$ cat config.mk
export PLATFORM = sky130hd
export DESIGN_NAME = dfd_dst_trace_arbiter_flat
export DESIGN_NICKNAME = d
export VERILOG_FILES = /design/src/rtl/dfd_dst_pkg.sv /design/src/rtl/dfd_dst_trace_arbiter_if.sv /design/src/rtl/dfd_rr_arbiter.sv /design/src/rtl/dfd_dst_trace_arbiter.sv /design/src/flat_wrapper.sv
export SDC_FILE = /design/constraint.sdc
export NUM_CORES = 1
export LEC_CHECK = 0
export CAP_MARGIN = 20
export CORE_AREA = 2 2 322 324
export DETAILED_ROUTE_END_ITERATION = 12
export DIE_AREA = 0 0 324 326
export SLEW_MARGIN = 20
export SYNTH_ARGS = -nofsm -noshare
export SYNTH_HDL_FRONTEND = slang
export SYNTH_SLANG_ARGS = --single-unit
$ cat constraint.sdc
create_clock -name clock -period 12.1 [get_ports clock]
set_input_delay 3.025 -clock clock [delete_from_list [all_inputs] [get_ports clock]]
set_output_delay 3.025 -clock clock [all_outputs]
set_load 0.01 [all_outputs]
$ cat src/rtl/dfd_dst_pkg.sv
// Shared types and constants for the DST trace arbiter.
package dfd_dst_pkg;

    localparam int DST_ARB_MAX_SRC  = 8;
    localparam int VLT_PACKET_WIDTH = 128;

    typedef enum logic [1:0] {
        ST_ARB        = 2'd0,
        ST_FLUSH_WAIT = 2'd1,
        ST_FLUSH_ACK  = 2'd2
    } dst_arb_state_e;

endpackage

$ cat src/rtl/dfd_dst_trace_arbiter_if.sv
// Bundle between the trace generators, the arbiter and the DST packetizer.
interface dfd_dst_trace_arbiter_if
    import dfd_dst_pkg::*;
#(
    parameter int NUM_SRC    = 4,
    parameter int PKT_W      = VLT_PACKET_WIDTH,
    parameter int SPACE_W    = $clog2(PKT_W/8) + 1,
    parameter int DROP_CNT_W = 16
);
    logic                            arb_enable;
    logic [NUM_SRC*SPACE_W-1:0]      src_req_bytes;
    logic [NUM_SRC-1:0]              src_granted;
    logic [NUM_SRC*PKT_W-1:0]        src_packet;
    logic [NUM_SRC*PKT_W/8-1:0]      src_packet_be;
    logic [NUM_SRC-1:0]              src_flush_mode_enable;
    logic [NUM_SRC-1:0]              src_flush_mode_exit;
    logic [SPACE_W-1:0]              pkt_req_bytes;
    logic                            pkt_granted;
    logic [PKT_W-1:0]                pkt_packet;
    logic [PKT_W/8-1:0]              pkt_packet_be;
    logic                            pkt_flush_req;
    logic                            pkt_flush_done;
    logic                            drop_cnt_clr;
    logic [NUM_SRC*DROP_CNT_W-1:0]   drop_cnt;

    modport master (
        output arb_enable, src_req_bytes, src_packet, src_packet_be,
               src_flush_mode_enable, pkt_granted, pkt_flush_done, drop_cnt_clr,
        input  src_granted, src_flush_mode_exit, pkt_req_bytes, pkt_packet,
               pkt_packet_be, pkt_flush_req, drop_cnt
    );

    modport slave (
        input  arb_enable, src_req_bytes, src_packet, src_packet_be,
               src_flush_mode_enable, pkt_granted, pkt_flush_done, drop_cnt_clr,
        output src_granted, src_flush_mode_exit, pkt_req_bytes, pkt_packet,
               pkt_packet_be, pkt_flush_req, drop_cnt
    );

endinterface

$ cat src/rtl/dfd_rr_arbiter.sv
// Round-robin pick: first asserted request at or after ptr, wrapping.
module dfd_rr_arbiter #(
    parameter int NUM_SRC = 4,
    parameter int IDX_W   = $clog2(NUM_SRC)
) (
    input  logic [NUM_SRC-1:0] req,
    input  logic [IDX_W-1:0]   ptr,
    output logic [NUM_SRC-1:0] gnt,
    output logic [IDX_W-1:0]   idx,
    output logic               any
);
    logic [IDX_W:0] pos;
    logic           found;

    always_comb begin
        gnt   = '0;
        idx   = '0;
        found = 1'b0;
        pos   = '0;
        for (int k = 0; k < NUM_SRC; k++) begin
            pos = {1'b0, ptr} + (IDX_W+1)'(k);
            if (pos >= (IDX_W+1)'(NUM_SRC)) begin
                pos = pos - (IDX_W+1)'(NUM_SRC);
            end
            if (!found && req[pos[IDX_W-1:0]]) begin
                found               = 1'b1;
                gnt[pos[IDX_W-1:0]] = 1'b1;
                idx                 = pos[IDX_W-1:0];
            end
        end
    end

    assign any = |req;

endmodule

$ cat src/rtl/dfd_dst_trace_arbiter.sv
// Shares one DST packetizer among NUM_SRC trace generators: round-robin space grant,
// one-cycle-later packet mux, per-source drop counters and flush sequencing.
//
//  state         | meaning
//  ST_ARB        | normal operation, watching for flush requests
//  ST_FLUSH_WAIT | packetizer drain requested, tracking which sources still want flush
//  ST_FLUSH_ACK  | one-cycle flush-exit pulse to the sources that were waiting
module dfd_dst_trace_arbiter
    import dfd_dst_pkg::*;
#(
    parameter int NUM_SRC    = 4,
    parameter int PKT_W      = VLT_PACKET_WIDTH,
    parameter int SPACE_W    = $clog2(PKT_W/8) + 1,
    parameter int DROP_CNT_W = 16
) (
    input  logic                  clock,
    input  logic                  reset,
    dfd_dst_trace_arbiter_if.slave bus
);
    localparam int IDX_W = $clog2(NUM_SRC);
    localparam int BE_W  = PKT_W/8;

    logic [NUM_SRC-1:0]            req;
    logic [NUM_SRC-1:0]            win_gnt;
    logic [NUM_SRC-1:0]            granted;
    logic [IDX_W-1:0]              win_idx;
    logic [IDX_W-1:0]              rr_ptr;
    logic [IDX_W-1:0]              win_q;
    logic                          win_any;
    logic                          issue;
    logic                          grant;
    logic                          win_vld_q;
    logic                          pkt_vld;
    logic [DROP_CNT_W-1:0]         drop_q [NUM_SRC];
    logic [NUM_SRC*DROP_CNT_W-1:0] drop_flat;
    dst_arb_state_e                state;
    logic [NUM_SRC-1:0]            flush_mask;
    logic [NUM_SRC-1:0]            mask_upd;
    logic [NUM_SRC-1:0]            flush_exit_q;
    logic                          flush_req_q;

    always_comb begin
        req = '0;
        for (int i = 0; i < NUM_SRC; i++) begin
            req[i] = |bus.src_req_bytes[i*SPACE_W +: SPACE_W];
        end
    end

    dfd_rr_arbiter #(
        .NUM_SRC (NUM_SRC),
        .IDX_W   (IDX_W)
    ) u_rr (
        .req (req),
        .ptr (rr_ptr),
        .gnt (win_gnt),
        .idx (win_idx),
        .any (win_any)
    );

    // Outputs are held at zero while reset is asserted.
    assign issue   = win_any & bus.arb_enable & ~reset;
    assign grant   = issue & bus.pkt_granted;
    assign granted = grant ? win_gnt : '0;
    assign pkt_vld = win_vld_q & ~reset;

    assign bus.src_granted   = granted;
    assign bus.pkt_req_bytes = issue ? bus.src_req_bytes[win_idx*SPACE_W +: SPACE_W] : '0;
    assign bus.pkt_packet    = pkt_vld ? bus.src_packet[win_q*PKT_W +: PKT_W] : '0;
    assign bus.pkt_packet_be = pkt_vld ? bus.src_packet_be[win_q*BE_W +: BE_W] : '0;

    // A denied winner leaves the pointer alone so it keeps priority next cycle.
    always_ff @(posedge clock) begin
        if (reset) begin
            rr_ptr    <= '0;
            win_q     <= '0;
            win_vld_q <= 1'b0;
        end else begin
            win_q     <= win_idx;
            win_vld_q <= grant;
            if (grant) begin
                rr_ptr <= (win_idx == IDX_W'(NUM_SRC-1)) ? '0 : win_idx + 1'b1;
            end
        end
    end

    always_ff @(posedge clock) begin
        if (reset) begin
            for (int i = 0; i < NUM_SRC; i++) begin
                drop_q[i] <= '0;
            end
        end else begin
            for (int i = 0; i < NUM_SRC; i++) begin
                if (bus.drop_cnt_clr) begin
                    drop_q[i] <= '0;
                end else if (req[i] && !granted[i] && (drop_q[i] != '1)) begin
                    drop_q[i] <= drop_q[i] + 1'b1;
                end
            end
        end
    end

    always_comb begin
        drop_flat = '0;
        for (int i = 0; i < NUM_SRC; i++) begin
            drop_flat[i*DROP_CNT_W +: DROP_CNT_W] = drop_q[i];
        end
    end

    assign bus.drop_cnt = drop_flat;

    // Sources that dropped their enable leave the mask; late joiners are added.
    assign mask_upd = (flush_mask & bus.src_flush_mode_enable) | bus.src_flush_mode_enable;

    always_ff @(posedge clock) begin
        if (reset) begin
            state        <= ST_ARB;
            flush_mask   <= '0;
            flush_req_q  <= 1'b0;
            flush_exit_q <= '0;
        end else begin
            case (state)
                ST_ARB: begin
                    flush_exit_q <= '0;
                    if (|bus.src_flush_mode_enable) begin
                        flush_mask  <= bus.src_flush_mode_enable;
                        flush_req_q <= 1'b1;
                        state       <= ST_FLUSH_WAIT;
                    end
                end
                ST_FLUSH_WAIT: begin
                    flush_mask <= mask_upd;
                    if (mask_upd == '0) begin
                        flush_req_q <= 1'b0;
                        state       <= ST_ARB;
                    end else if (bus.pkt_flush_done) begin
                        flush_req_q  <= 1'b0;
                        flush_exit_q <= mask_upd;
                        state        <= ST_FLUSH_ACK;
                    end
                end
                ST_FLUSH_ACK: begin
                    flush_exit_q <= '0;
                    flush_mask   <= '0;
                    state        <= ST_ARB;
                end
                default: begin
                    flush_exit_q <= '0;
                    flush_mask   <= '0;
                    flush_req_q  <= 1'b0;
                    state        <= ST_ARB;
                end
            endcase
        end
    end

    assign bus.pkt_flush_req       = flush_req_q;
    assign bus.src_flush_mode_exit = flush_exit_q;

endmodule
$ cat src/flat_wrapper.sv
// flat-port wrapper written by rule: the top's interface ports become plain ports
module dfd_dst_trace_arbiter_flat import dfd_dst_pkg::*;
#(
    parameter int NUM_SRC    = 4,
    parameter int PKT_W      = VLT_PACKET_WIDTH,
    parameter int SPACE_W    = $clog2(PKT_W/8) + 1,
    parameter int DROP_CNT_W = 16
)
  (clock, reset, bus_arb_enable, bus_src_req_bytes, bus_src_packet, bus_src_packet_be, bus_src_flush_mode_enable, bus_pkt_granted, bus_pkt_flush_done, bus_drop_cnt_clr, bus_src_granted, bus_src_flush_mode_exit, bus_pkt_req_bytes, bus_pkt_packet, bus_pkt_packet_be, bus_pkt_flush_req, bus_drop_cnt);
  dfd_dst_trace_arbiter_if #(.NUM_SRC(NUM_SRC), .PKT_W(PKT_W), .SPACE_W(SPACE_W), .DROP_CNT_W(DROP_CNT_W)) bus_i ();
  input  logic clock;
  input  logic reset;
  input wire logic [$bits(bus_i.arb_enable)-1:0] bus_arb_enable;
  input wire logic [$bits(bus_i.src_req_bytes)-1:0] bus_src_req_bytes;
  input wire logic [$bits(bus_i.src_packet)-1:0] bus_src_packet;
  input wire logic [$bits(bus_i.src_packet_be)-1:0] bus_src_packet_be;
  input wire logic [$bits(bus_i.src_flush_mode_enable)-1:0] bus_src_flush_mode_enable;
  input wire logic [$bits(bus_i.pkt_granted)-1:0] bus_pkt_granted;
  input wire logic [$bits(bus_i.pkt_flush_done)-1:0] bus_pkt_flush_done;
  input wire logic [$bits(bus_i.drop_cnt_clr)-1:0] bus_drop_cnt_clr;
  output wire logic [$bits(bus_i.src_granted)-1:0] bus_src_granted;
  output wire logic [$bits(bus_i.src_flush_mode_exit)-1:0] bus_src_flush_mode_exit;
  output wire logic [$bits(bus_i.pkt_req_bytes)-1:0] bus_pkt_req_bytes;
  output wire logic [$bits(bus_i.pkt_packet)-1:0] bus_pkt_packet;
  output wire logic [$bits(bus_i.pkt_packet_be)-1:0] bus_pkt_packet_be;
  output wire logic [$bits(bus_i.pkt_flush_req)-1:0] bus_pkt_flush_req;
  output wire logic [$bits(bus_i.drop_cnt)-1:0] bus_drop_cnt;
  assign bus_i.arb_enable = bus_arb_enable;
  assign bus_i.src_req_bytes = bus_src_req_bytes;
  assign bus_i.src_packet = bus_src_packet;
  assign bus_i.src_packet_be = bus_src_packet_be;
  assign bus_i.src_flush_mode_enable = bus_src_flush_mode_enable;
  assign bus_i.pkt_granted = bus_pkt_granted;
  assign bus_i.pkt_flush_done = bus_pkt_flush_done;
  assign bus_i.drop_cnt_clr = bus_drop_cnt_clr;
  assign bus_src_granted = bus_i.src_granted;
  assign bus_src_flush_mode_exit = bus_i.src_flush_mode_exit;
  assign bus_pkt_req_bytes = bus_i.pkt_req_bytes;
  assign bus_pkt_packet = bus_i.pkt_packet;
  assign bus_pkt_packet_be = bus_i.pkt_packet_be;
  assign bus_pkt_flush_req = bus_i.pkt_flush_req;
  assign bus_drop_cnt = bus_i.drop_cnt;
  dfd_dst_trace_arbiter #(.NUM_SRC(NUM_SRC), .PKT_W(PKT_W), .SPACE_W(SPACE_W), .DROP_CNT_W(DROP_CNT_W)) u_core (.clock(clock), .reset(reset), .bus(bus_i));
endmodule
* Word level (Yosys, flattened, before mapping)
Memories as Yosys holds them, arrays and structs flattened. Index checks and enable logic that the tools add are counted.
Word-level totals: output and inout port bits 222, memory bits (writable) 64, logic and storage cells 175, flip-flop bits (word level) 16, memories kept 1
Operators by class: $add $sub $neg 12, $mul 1, mux-type cells 75, shifts and indexed selects 3, order comparisons 12, bitwise logic cells 21, equality and inequality tests 9, reduce and logical (&&, ||, !) cells 34
Memory list:
- u_core.drop_q | depth 4, bits a word 16, read ports 4, clocked after Yosys merged registers in 0, wr ports 4, RTL line dfd_dst_trace_arbiter.sv:34 | logic [DROP_CNT_W-1:0] drop_q [NUM_SRC];
Operator list (number):
- 512-bit by 10-bit indexed part select with 128-bit output | 1
- 16-bit 2-to-1 mux | 9
- 128-bit 2-to-1 mux | 1
- 16-bit by 1-bit adder with 16-bit output (second input constant) | 4
- 16-bit != test (second input constant) | 4
- 64-bit by 7-bit indexed part select with 16-bit output | 1
- 1-bit 2-to-1 mux | 35
- 2-bit 2-to-1 mux | 12
- 4-bit 2-to-1 mux | 6
- 20-bit OR reduction | 1
- 5-bit OR reduction | 4
- 20-bit by 6-bit indexed part select with 5-bit output | 1
- 4-bit OR | 4
- 1-bit logical AND | 15
- 2-bit by 3-bit less-than comparator with 1-bit output (second input constant) | 4
- 3-bit >= comparator (second input constant) | 3
- 1-bit binary-select mux with 2-bit select | 4
- 1-bit demux with 2-bit select | 4
- 2-bit by 1-bit >= comparator with 1-bit output (second input constant) | 4
- 1-bit OR | 8
- 4-bit one-hot mux with 2 select lines | 1
- 2-bit by 1-bit subtractor with 2-bit output (second input constant) | 4
- 1-bit logical NOT | 7
- 2-bit by 2-bit adder with 3-bit output (second input constant) | 2
- other kinds (20) | 28

* Depth between registers and ports, before layout
Gate-level depths: netlist (run 1).
depth in word-level cells 23, gate-level depth with buffers 12, gate-level depth less buffers 8

* Modules after synthesis
A second synthesis (run 1) with hierarchy kept.
Second synthesis, totals: cell total of the unflattened synthesis 780, area, all modules 8859.7 um^2
By module, submodules not included:
- dfd_dst_trace_arbiter | instances 1, cells each 731, area each 8448.1 um^2
- dfd_rr_arbiter | instances 1, cells each 49, area each 411.6 um^2

* Worst setup path after synthesis (run 1)
Ideal clock, no wire load.
path kind input to output, start point in bus_src_req_bytes[16], end point out bus_pkt_req_bytes[1], data required time 9.075 ns, slack 3.635 ns, arrival time 5.440 ns, cell stages on the path 9, path through or4_1 or2_0 buf_2 mux4_2 a32o_1 a21oi_2 buf_4 mux2i_1 o22ai_1
Between the ends: word-level cells in the longest chain between the ends 16
Ends and longest elaborated chain:
- from (decl) | RTL line flat_wrapper.sv:14 | input wire logic [$bits(bus_i.src_req_bytes)-1:0] bus_src_req_bytes;
- 5-bit OR reduction | RTL line dfd_dst_trace_arbiter.sv:45 | req[i] = |bus.src_req_bytes[i*SPACE_W +: SPACE_W];
- 1-bit binary-select mux with 2-bit select | RTL line dfd_rr_arbiter.sv:25 | if (!found && req[pos[IDX_W-1:0]]) begin
- 1-bit 2-to-1 mux (implied by the code) | RTL line dfd_rr_arbiter.sv:25
- 1-bit 2-to-1 mux | RTL line dfd_rr_arbiter.sv:25
- 1-bit logical NOT | RTL line dfd_rr_arbiter.sv:25
- 1-bit logical AND | RTL line dfd_rr_arbiter.sv:25
- 1-bit 2-to-1 mux | RTL line dfd_rr_arbiter.sv:25
- 1-bit logical NOT | RTL line dfd_rr_arbiter.sv:25
- 1-bit logical AND | RTL line dfd_rr_arbiter.sv:25
- 1-bit 2-to-1 mux | RTL line dfd_rr_arbiter.sv:25
- 1-bit logical NOT | RTL line dfd_rr_arbiter.sv:25
- 1-bit logical AND | RTL line dfd_rr_arbiter.sv:25
- 2-bit 2-to-1 mux | RTL line dfd_rr_arbiter.sv:25
- 2-bit by 3-bit multiplier with 5-bit output | RTL line dfd_dst_trace_arbiter.sv:67 | assign bus.pkt_req_bytes = issue ? bus.src_req_bytes[win_idx*SPACE_W +: SPACE_W] : '0;
- 20-bit by 6-bit indexed part select with 5-bit output | RTL line dfd_dst_trace_arbiter.sv:67
- 5-bit 2-to-1 mux (*) | RTL line dfd_dst_trace_arbiter.sv:67
- to (decl) | RTL line flat_wrapper.sv:23 | output wire logic [$bits(bus_i.pkt_req_bytes)-1:0] bus_pkt_req_bytes;
Every way passes the cells marked *; elsewhere a longest branch is shown, timed or not. The select of a mux whose other input is x is not followed.

* Worst setup path in the final report (run 1)
start point in bus_src_req_bytes[16], end point out bus_pkt_req_bytes[2]
The elaborated chain is that of the path after synthesis.

==> flow_metrics.py, run 1 <==
metrics = {
    "sta": {
        "worst_pin_slew_ns": 0.9335,
        "setup_viol": 0,
        "drv_slew": 0,
        "max_freq_ghz": 0.09634,
        "fin_tns_setup_ns": 0,
        "post-route-min-period_ns": 10.38,
        "grt_setup_unrepaired": "no",
        "finalClockSkew_ns": 0.01084,
        "whs_ns": 0.4645,
        "slew_headroom_pct": 37.76,
        "period_share_pct": 85.78,
        "hold_viol_final": 0,
    },
    "logic_synthesis": {
        "synth_fp_nets": 1408,
        "synth-edff-count": 64,
        "yosysWarnings": 0,
        "synth_cell_types": 53,
        "synth_cells": 790,
        "synthArstFlopShare_pct": 0,
        "yosys_most_used_dff": "edfxtp_1",
        "seq_area_frac_synth_pct": 24.37,
        "synth_seq_cells": 76,
        "synth.avg_cell_area_um2": 11.23,
        "syn-cell-area_mm2": 0.008871,
    },
    "clock_tree": {
        "cts_tree": "done",
        "post_cts_buffers": 0,
        "cts-resized-gates": 0,
        "cts_buffer_depth": 2,
        "clock_latency_ns": 0.36,
        "cts_max_level": 3,
        "numCtsBuffers": 9,
        "cts-root-buf": "clkbuf_16",
        "cts_hold_buf": 0,
        "clkTransAtPathRegs_ns": 0.06,
        "clkSinkCount": 76,
    },
    "run": {
        "max_cap_violations": 0,
    },
    "floorplanning": {
        "fp-row-count": 118,
        "dieHeight_um": 326,
        "boundaryPins": 828,
        "initial_core_util_pct": 8.645,
        "die_x_um": 324,
        "die-area_mm2": 0.1056,
        "core_mm2": 0.1026,
    },
    "critical_path": {
        "endpoint_kind": "primary output",
        "cp_top_family": "compound AO/OA/AOI/OAI gates",
        "crit_path_start_kind": "input port",
        "cp_common_cell": "clkdlybuf4s50_1",
        "path_max_fanout": 13,
        "crit_cells": 9,
        "cp_num_buf_inv": 2,
        "slowest_stage": "clkdlybuf4s50_1",
        "r2r_cells": 7,
        "required_ns": 9.07,
        "critPathKind": "input port to primary output",
        "path_cells": "clkdlybuf4s50_1 -> or4_1 -> or2_0 -> mux4_2 -> a32o_1 -> a21oi_2 -> mux2i_1 -> o22ai_1 -> clkdlybuf4s50_1",
        "critPathArrivalTime_ns": 7.35,
        "crit_path_max_incr_delay_ns": 0.77,
    },
    "routing": {
        "dr.pass1.iters": 5,
        "avgViaCountPerCell": 3.656,
        "wl_um": 90290,
        "drcViolationCount": 0,
        "ant_nets": 0,
        "wl_per_cell_um": 30.37,
        "drt-initial-drc-count": 669,
        "vias": 10870,
    },
    "worst_hold_path": {
        "hold_depth": 1,
        "hold_class": "register to register",
    },
    "place": {
        "dp_hpwl_um": 81920,
        "dpl_cell_area_mm2": 0.01868,
        "numPortBuffers": 827,
        "gp_congestion": 0.9257,
    },
    "grt": {
        "antenna_found_initial": 110,
        "grt_usage_pct": 16.35,
        "grt_max_degree": 84,
        "grt_pass1_vias": 10870,
        "grt-ovfl-total": 0,
        "grt_pass1_wl_um": 111300,
    },
    "power": {
        "power_density_mw_per_mm2": 55.92,
        "ir_drop_v": 0.00006511,
        "p_leak_nw": 5.917,
        "fin_total_pwr_w": 0.001063,
    },
    "finish": {
        "syn2layout_area_growth_pct": 114.3,
        "drive_gt1_share_pct": 11.34,
        "utilization_pct": 18.52,
        "stdcell_area_mm2": 0.01901,
        "fillers": 11350,
        "fin_nets": 2192,
    },
    "outcome": {
        "outcome": "finished clean",
    },
}
-- registers in the layout, summed over array words and instances (netlist names), named ones only --
signal,flops
u_core.win_vld_q,1
u_core.bus.pkt_flush_req,1
u_core.rr_ptr,1
u_core.win_q,2
u_core.drop_q,64
u_core.bus.src_flush_mode_exit,4
u_core.state,2
-- power breakdown --
group / leakage (nW) / internal, W / switching, W
sequential: 0.824 / 0.000303 / 0.0000255
combinational: 4.95 / 0.000303 / 0.000158
clock: 0.140 / 0.000144 / 0.000129
-- area by class of cell --
cell class / instances / area, µm² / area share, %
Sequential cell: 76 / 2170 / 11.41
Timing Repair Buffer: 835 / 8354 / 43.95
Multi-Input combinational cell: 641 / 6387 / 33.61
Antenna cell: 14 / 35.03 / 0.1843
Clock buffer: 9 / 225.2 / 1.185
Tap cell: 1380 / 1727 / 9.084
Clock inverter: 7 / 67.56 / 0.3555
Inverter: 11 / 41.29 / 0.2172
-- metal layers --
metal | GRT usage, % | up-vias | share of wire [%] | routed length [µm]
met1 | 18.52 | 5170 | 36 | 32910
li1 | - | 4627 | - | -
met3 | 11.89 | 195 | 18 | 16580
met5 | 0 | - | 0.60 | 539
met2 | 25.13 | 790 | 43 | 38460
met4 | 2.456 | 86 | 2.0 | 1797
-- worst reg2reg max path, delay by kind of cell, from the launching register on --
family                   cells  cell delay (ns)
AND/OR/NAND/NOR              2             1.02
multiplexers                 1             0.48
adder cells (fa/ha/maj)      1             0.67
buffers and inverters        1             0.52
flip-flops                   1             0.76
AO/OA/AOI/OAI                2             1.01
-- cell usage in the layout (no fill, tap or decap), types with 5 or more instances in the layout --
| cell | n |
|---|---|
| clkdlybuf4s50_1 | 827 |
| diode_2 | 14 |
| and4_1 | 5 |
| nor2b_1 | 146 |
| clkbuf_16 | 9 |
| and3_1 | 11 |
| edfxtp_1 | 64 |
| mux2i_1 | 10 |
| nor2_1 | 93 |
| xor2_1 | 31 |
| buf_4 | 6 |
| inv_1 | 10 |
| xnor2_1 | 25 |
| nand4_1 | 11 |
| ha_1 | 12 |
| nor3_1 | 10 |
| dfxtp_1 | 10 |
| nand3_1 | 34 |
| mux4_2 | 148 |
| a21oi_1 | 8 |
| nand2_1 | 39 |
| o22ai_1 | 6 |
-- stage by stage --
step / setup WS (ns) / instances
after global placement: 1.657 / 2943
after floorplan: 3.635 / 790
final: 1.720 / 2973
after detailed placement: 1.658 / 2943
after global routing: 1.493 / 2963
after CTS: 1.651 / 2959
-- synth_stat cells (5+ instances only) --
cell	n	area, µm²
nor2_1	93	349.1
inv_1	10	37.54
and4_1	5	43.79
ha_1	12	150.1
edfxtp_1	64	1922
mux2i_1	10	100.1
mux4_2	148	3333
nand3_1	34	170.2
nor3_1	10	50.05
xnor2_1	25	219.0
dfxtp_1	12	240.2
nand2_1	40	150.1
nand4_1	11	68.82
buf_6	6	67.56
o22ai_1	6	37.54
a21oi_1	8	40.04
buf_1	14	52.55
xor2_1	31	271.5
clkbuf_1	38	142.6
and3_1	11	68.82
nor2b_1	146	913.4
-- final timing paths --
check | from | endpoint | slack, ns
max | bus_src_req_bytes[16] | bus_pkt_req_bytes[2] | 1.72
min | u_core.state[1] | u_core.state[0] | 0.46
max reg2reg | register | u_core.drop_q[0][12] | 7.20
min reg2reg | u_core.state[1] | u_core.state[0] | 0.46
-- cell families (layout without fill, tap and decap cells) --
logic type | Yosys count | in the layout | share of synthesized area (%)
adder cells (fa/ha/maj) | 12 | 12 | 1.692
flip-flops | 76 | 76 | 24.37
other | 0 | 14 | 0
multiplexers | 158 | 158 | 38.70
buffers and inverters | 73 | 862 | 3.709
AO/OA/AOI/OAI | 52 | 52 | 4.556
XOR/XNOR | 56 | 56 | 5.529
AND/OR/NAND/NOR | 363 | 363 | 21.44
(Power assumes the default switching activity.)
==> run 2, diff against run 1 <==
- GPL_ROUTABILITY_DRIVEN: not set -> 0
==> flow_metrics.py, run 2 (same netlist as run 1, synthesis figures left out) <==
metrics = {
    "outcome": {
        "outcome": "finished clean",
    },
    "routing": {
        "avgViaCountPerCell": 3.718,
        "drt-initial-drc-count": 882,
        "ant_nets": 0,
        "wl_um": 89610,
        "wl_per_cell_um": 30.16,
        "vias": 11050,
        "drcViolationCount": 0,
        "dr.pass1.iters": 5,
    },
    "clock_tree": {
        "cts_max_level": 3,
        "cts_tree": "done",
        "cts_buffer_depth": 2,
        "cts-root-buf": "clkbuf_16",
        "clkSinkCount": 76,
        "cts-resized-gates": 0,
        "clkTransAtPathRegs_ns": 0.06,
        "clock_latency_ns": 0.36,
        "numCtsBuffers": 9,
        "post_cts_buffers": 0,
        "cts_hold_buf": 0,
    },
    "critical_path": {
        "r2r_cells": 7,
        "cp_num_buf_inv": 2,
        "endpoint": "bus_pkt_req_bytes[2]",
        "endpoint_kind": "primary output",
        "path_cells": "clkdlybuf4s50_1 -> or4_1 -> or2_0 -> mux4_2 -> a32o_1 -> a21oi_2 -> mux2i_1 -> o22ai_1 -> clkdlybuf4s50_1",
        "crit_path_max_incr_delay_ns": 0.82,
        "crit_cells": 9,
        "critPathKind": "input port to primary output",
        "setup.worst_path.start": "bus_src_req_bytes[5]",
        "cp_common_cell": "clkdlybuf4s50_1",
        "crit_path_start_kind": "input port",
        "r2r_slack_ns": 7.17,
        "path_max_fanout": 13,
        "rr_endpoint": "u_core.drop_q[0][2]",
        "critPathArrivalTime_ns": 7.29,
        "slowest_stage": "clkdlybuf4s50_1",
        "cp_top_family": "buffers and inverters",
        "required_ns": 9.07,
    },
    "place": {
        "numPortBuffers": 827,
        "dpl_cell_area_mm2": 0.01868,
        "dp_hpwl_um": 81260,
    },
    "sta": {
        "period_share_pct": 85.23,
        "grt_setup_unrepaired": "no",
        "hold_viol_final": 0,
        "worst_pin_slew_ns": 0.9483,
        "max_freq_ghz": 0.09697,
        "drv_slew": 0,
        "post-route-min-period_ns": 10.31,
        "setup_viol": 0,
        "finalClockSkew_ns": 0.01128,
        "slew_headroom_pct": 36.78,
        "fin_tns_setup_ns": 0,
    },
    "power": {
        "fin_total_pwr_w": 0.001096,
        "ir_drop_v": 0.00006614,
        "p_leak_nw": 5.938,
        "power_density_mw_per_mm2": 57.59,
    },
    "finish": {
        "drive_gt1_share_pct": 11.34,
        "stdcell_area_mm2": 0.01903,
        "fillers": 11320,
        "fin_nets": 2192,
        "largest-register": "u_core.drop_q",
        "layout_common_cells": "clkdlybuf4s50_1, mux4_2, nor2b_1",
        "final_common_cell": "clkdlybuf4s50_1",
        "syn2layout_area_growth_pct": 114.6,
        "largest_reg_flops": 64,
    },
    "grt": {
        "grt_max_degree": 110,
        "grt_pass1_vias": 10800,
        "grt-ovfl-total": 0,
        "antenna_found_initial": 117,
        "grt_usage_pct": 16.20,
        "grt_pass1_wl_um": 110200,
    },
    "floorplanning": {
        "die-area_mm2": 0.1056,
        "fp-row-count": 118,
        "boundaryPins": 828,
        "dieHeight_um": 326,
        "core_mm2": 0.1026,
        "die_x_um": 324,
        "initial_core_util_pct": 8.645,
    },
    "worst_hold_path": {
        "hold_depth": 1,
        "hold_class": "register to register",
    },
    "run": {
        "max_cap_violations": 0,
    },
}
run 2: cell count changes in the layout (fill, tap and decap cells not counted), sizes merged:
cell	previous run	this run
bufinv	0	2
diode	14	12
clkinv	3	2
clkinvlp	1	0
run 2: where the power goes:
part / total, W / leakage (nW) / internal (W) / switching [W]
registers: 0.000329 / 0.824 / 0.000303 / 0.0000261
clock network: 0.000310 / 0.163 / 0.000184 / 0.000126
logic: 0.000458 / 4.95 / 0.000303 / 0.000155
run 2: cell type report:
cell class	count	area, µm²	area share (%)
clock inverter	7	102.6	0.5390
antenna	12	30.03	0.1578
inverter	11	41.29	0.2169
timing repair buffer	835	8351	43.87
sequential	76	2170	11.40
tap	1380	1727	9.072
clock buffer	9	225.2	1.183
multi-input combinational	641	6387	33.56
run 2: worst min path at each step:
stage / from / endpoint / slack, ns
floorplan: u_core.state[1] / u_core.state[0] / 0.43
global placement: u_core.state[1] / u_core.state[0] / 0.44
detailed placement: u_core.state[1] / u_core.state[0] / 0.46
CTS: u_core.state[1] / u_core.state[0] / 0.47
global route: u_core.bus.src_flush_mode_exit[2] / u_core.bus.src_flush_mode_exit[2] / 0.50
finish: u_core.state[1] / u_core.state[0] / 0.47
run 2: stage by stage:
stage / cells / utilization (%) / hold slack [ns] / setup WS [ns]
2_1_floorplan: 790 / - / 0.4314 / 3.635
3_3_place_gp: 2943 / 18.20 / 0.4392 / 1.813
3_5_place_dp: 2943 / 18.20 / 0.4601 / 1.801
4_1_cts: 2959 / 18.52 / 0.4704 / 1.790
5_1_grt: 2963 / 18.53 / 0.4953 / 1.637
6_report: 2971 / 18.55 / 0.4675 / 1.787
run 2: per-layer routing:
layer	wire length (µm)	GRT usage, %	share of wire (%)	up-vias
met5	657	0	0.73	-
met4	1969	3.331	2.2	102
met3	18610	14.08	21	216
met2	38000	24.38	42	834
met1	30370	17.02	34	5263
li1	-	-	-	4631
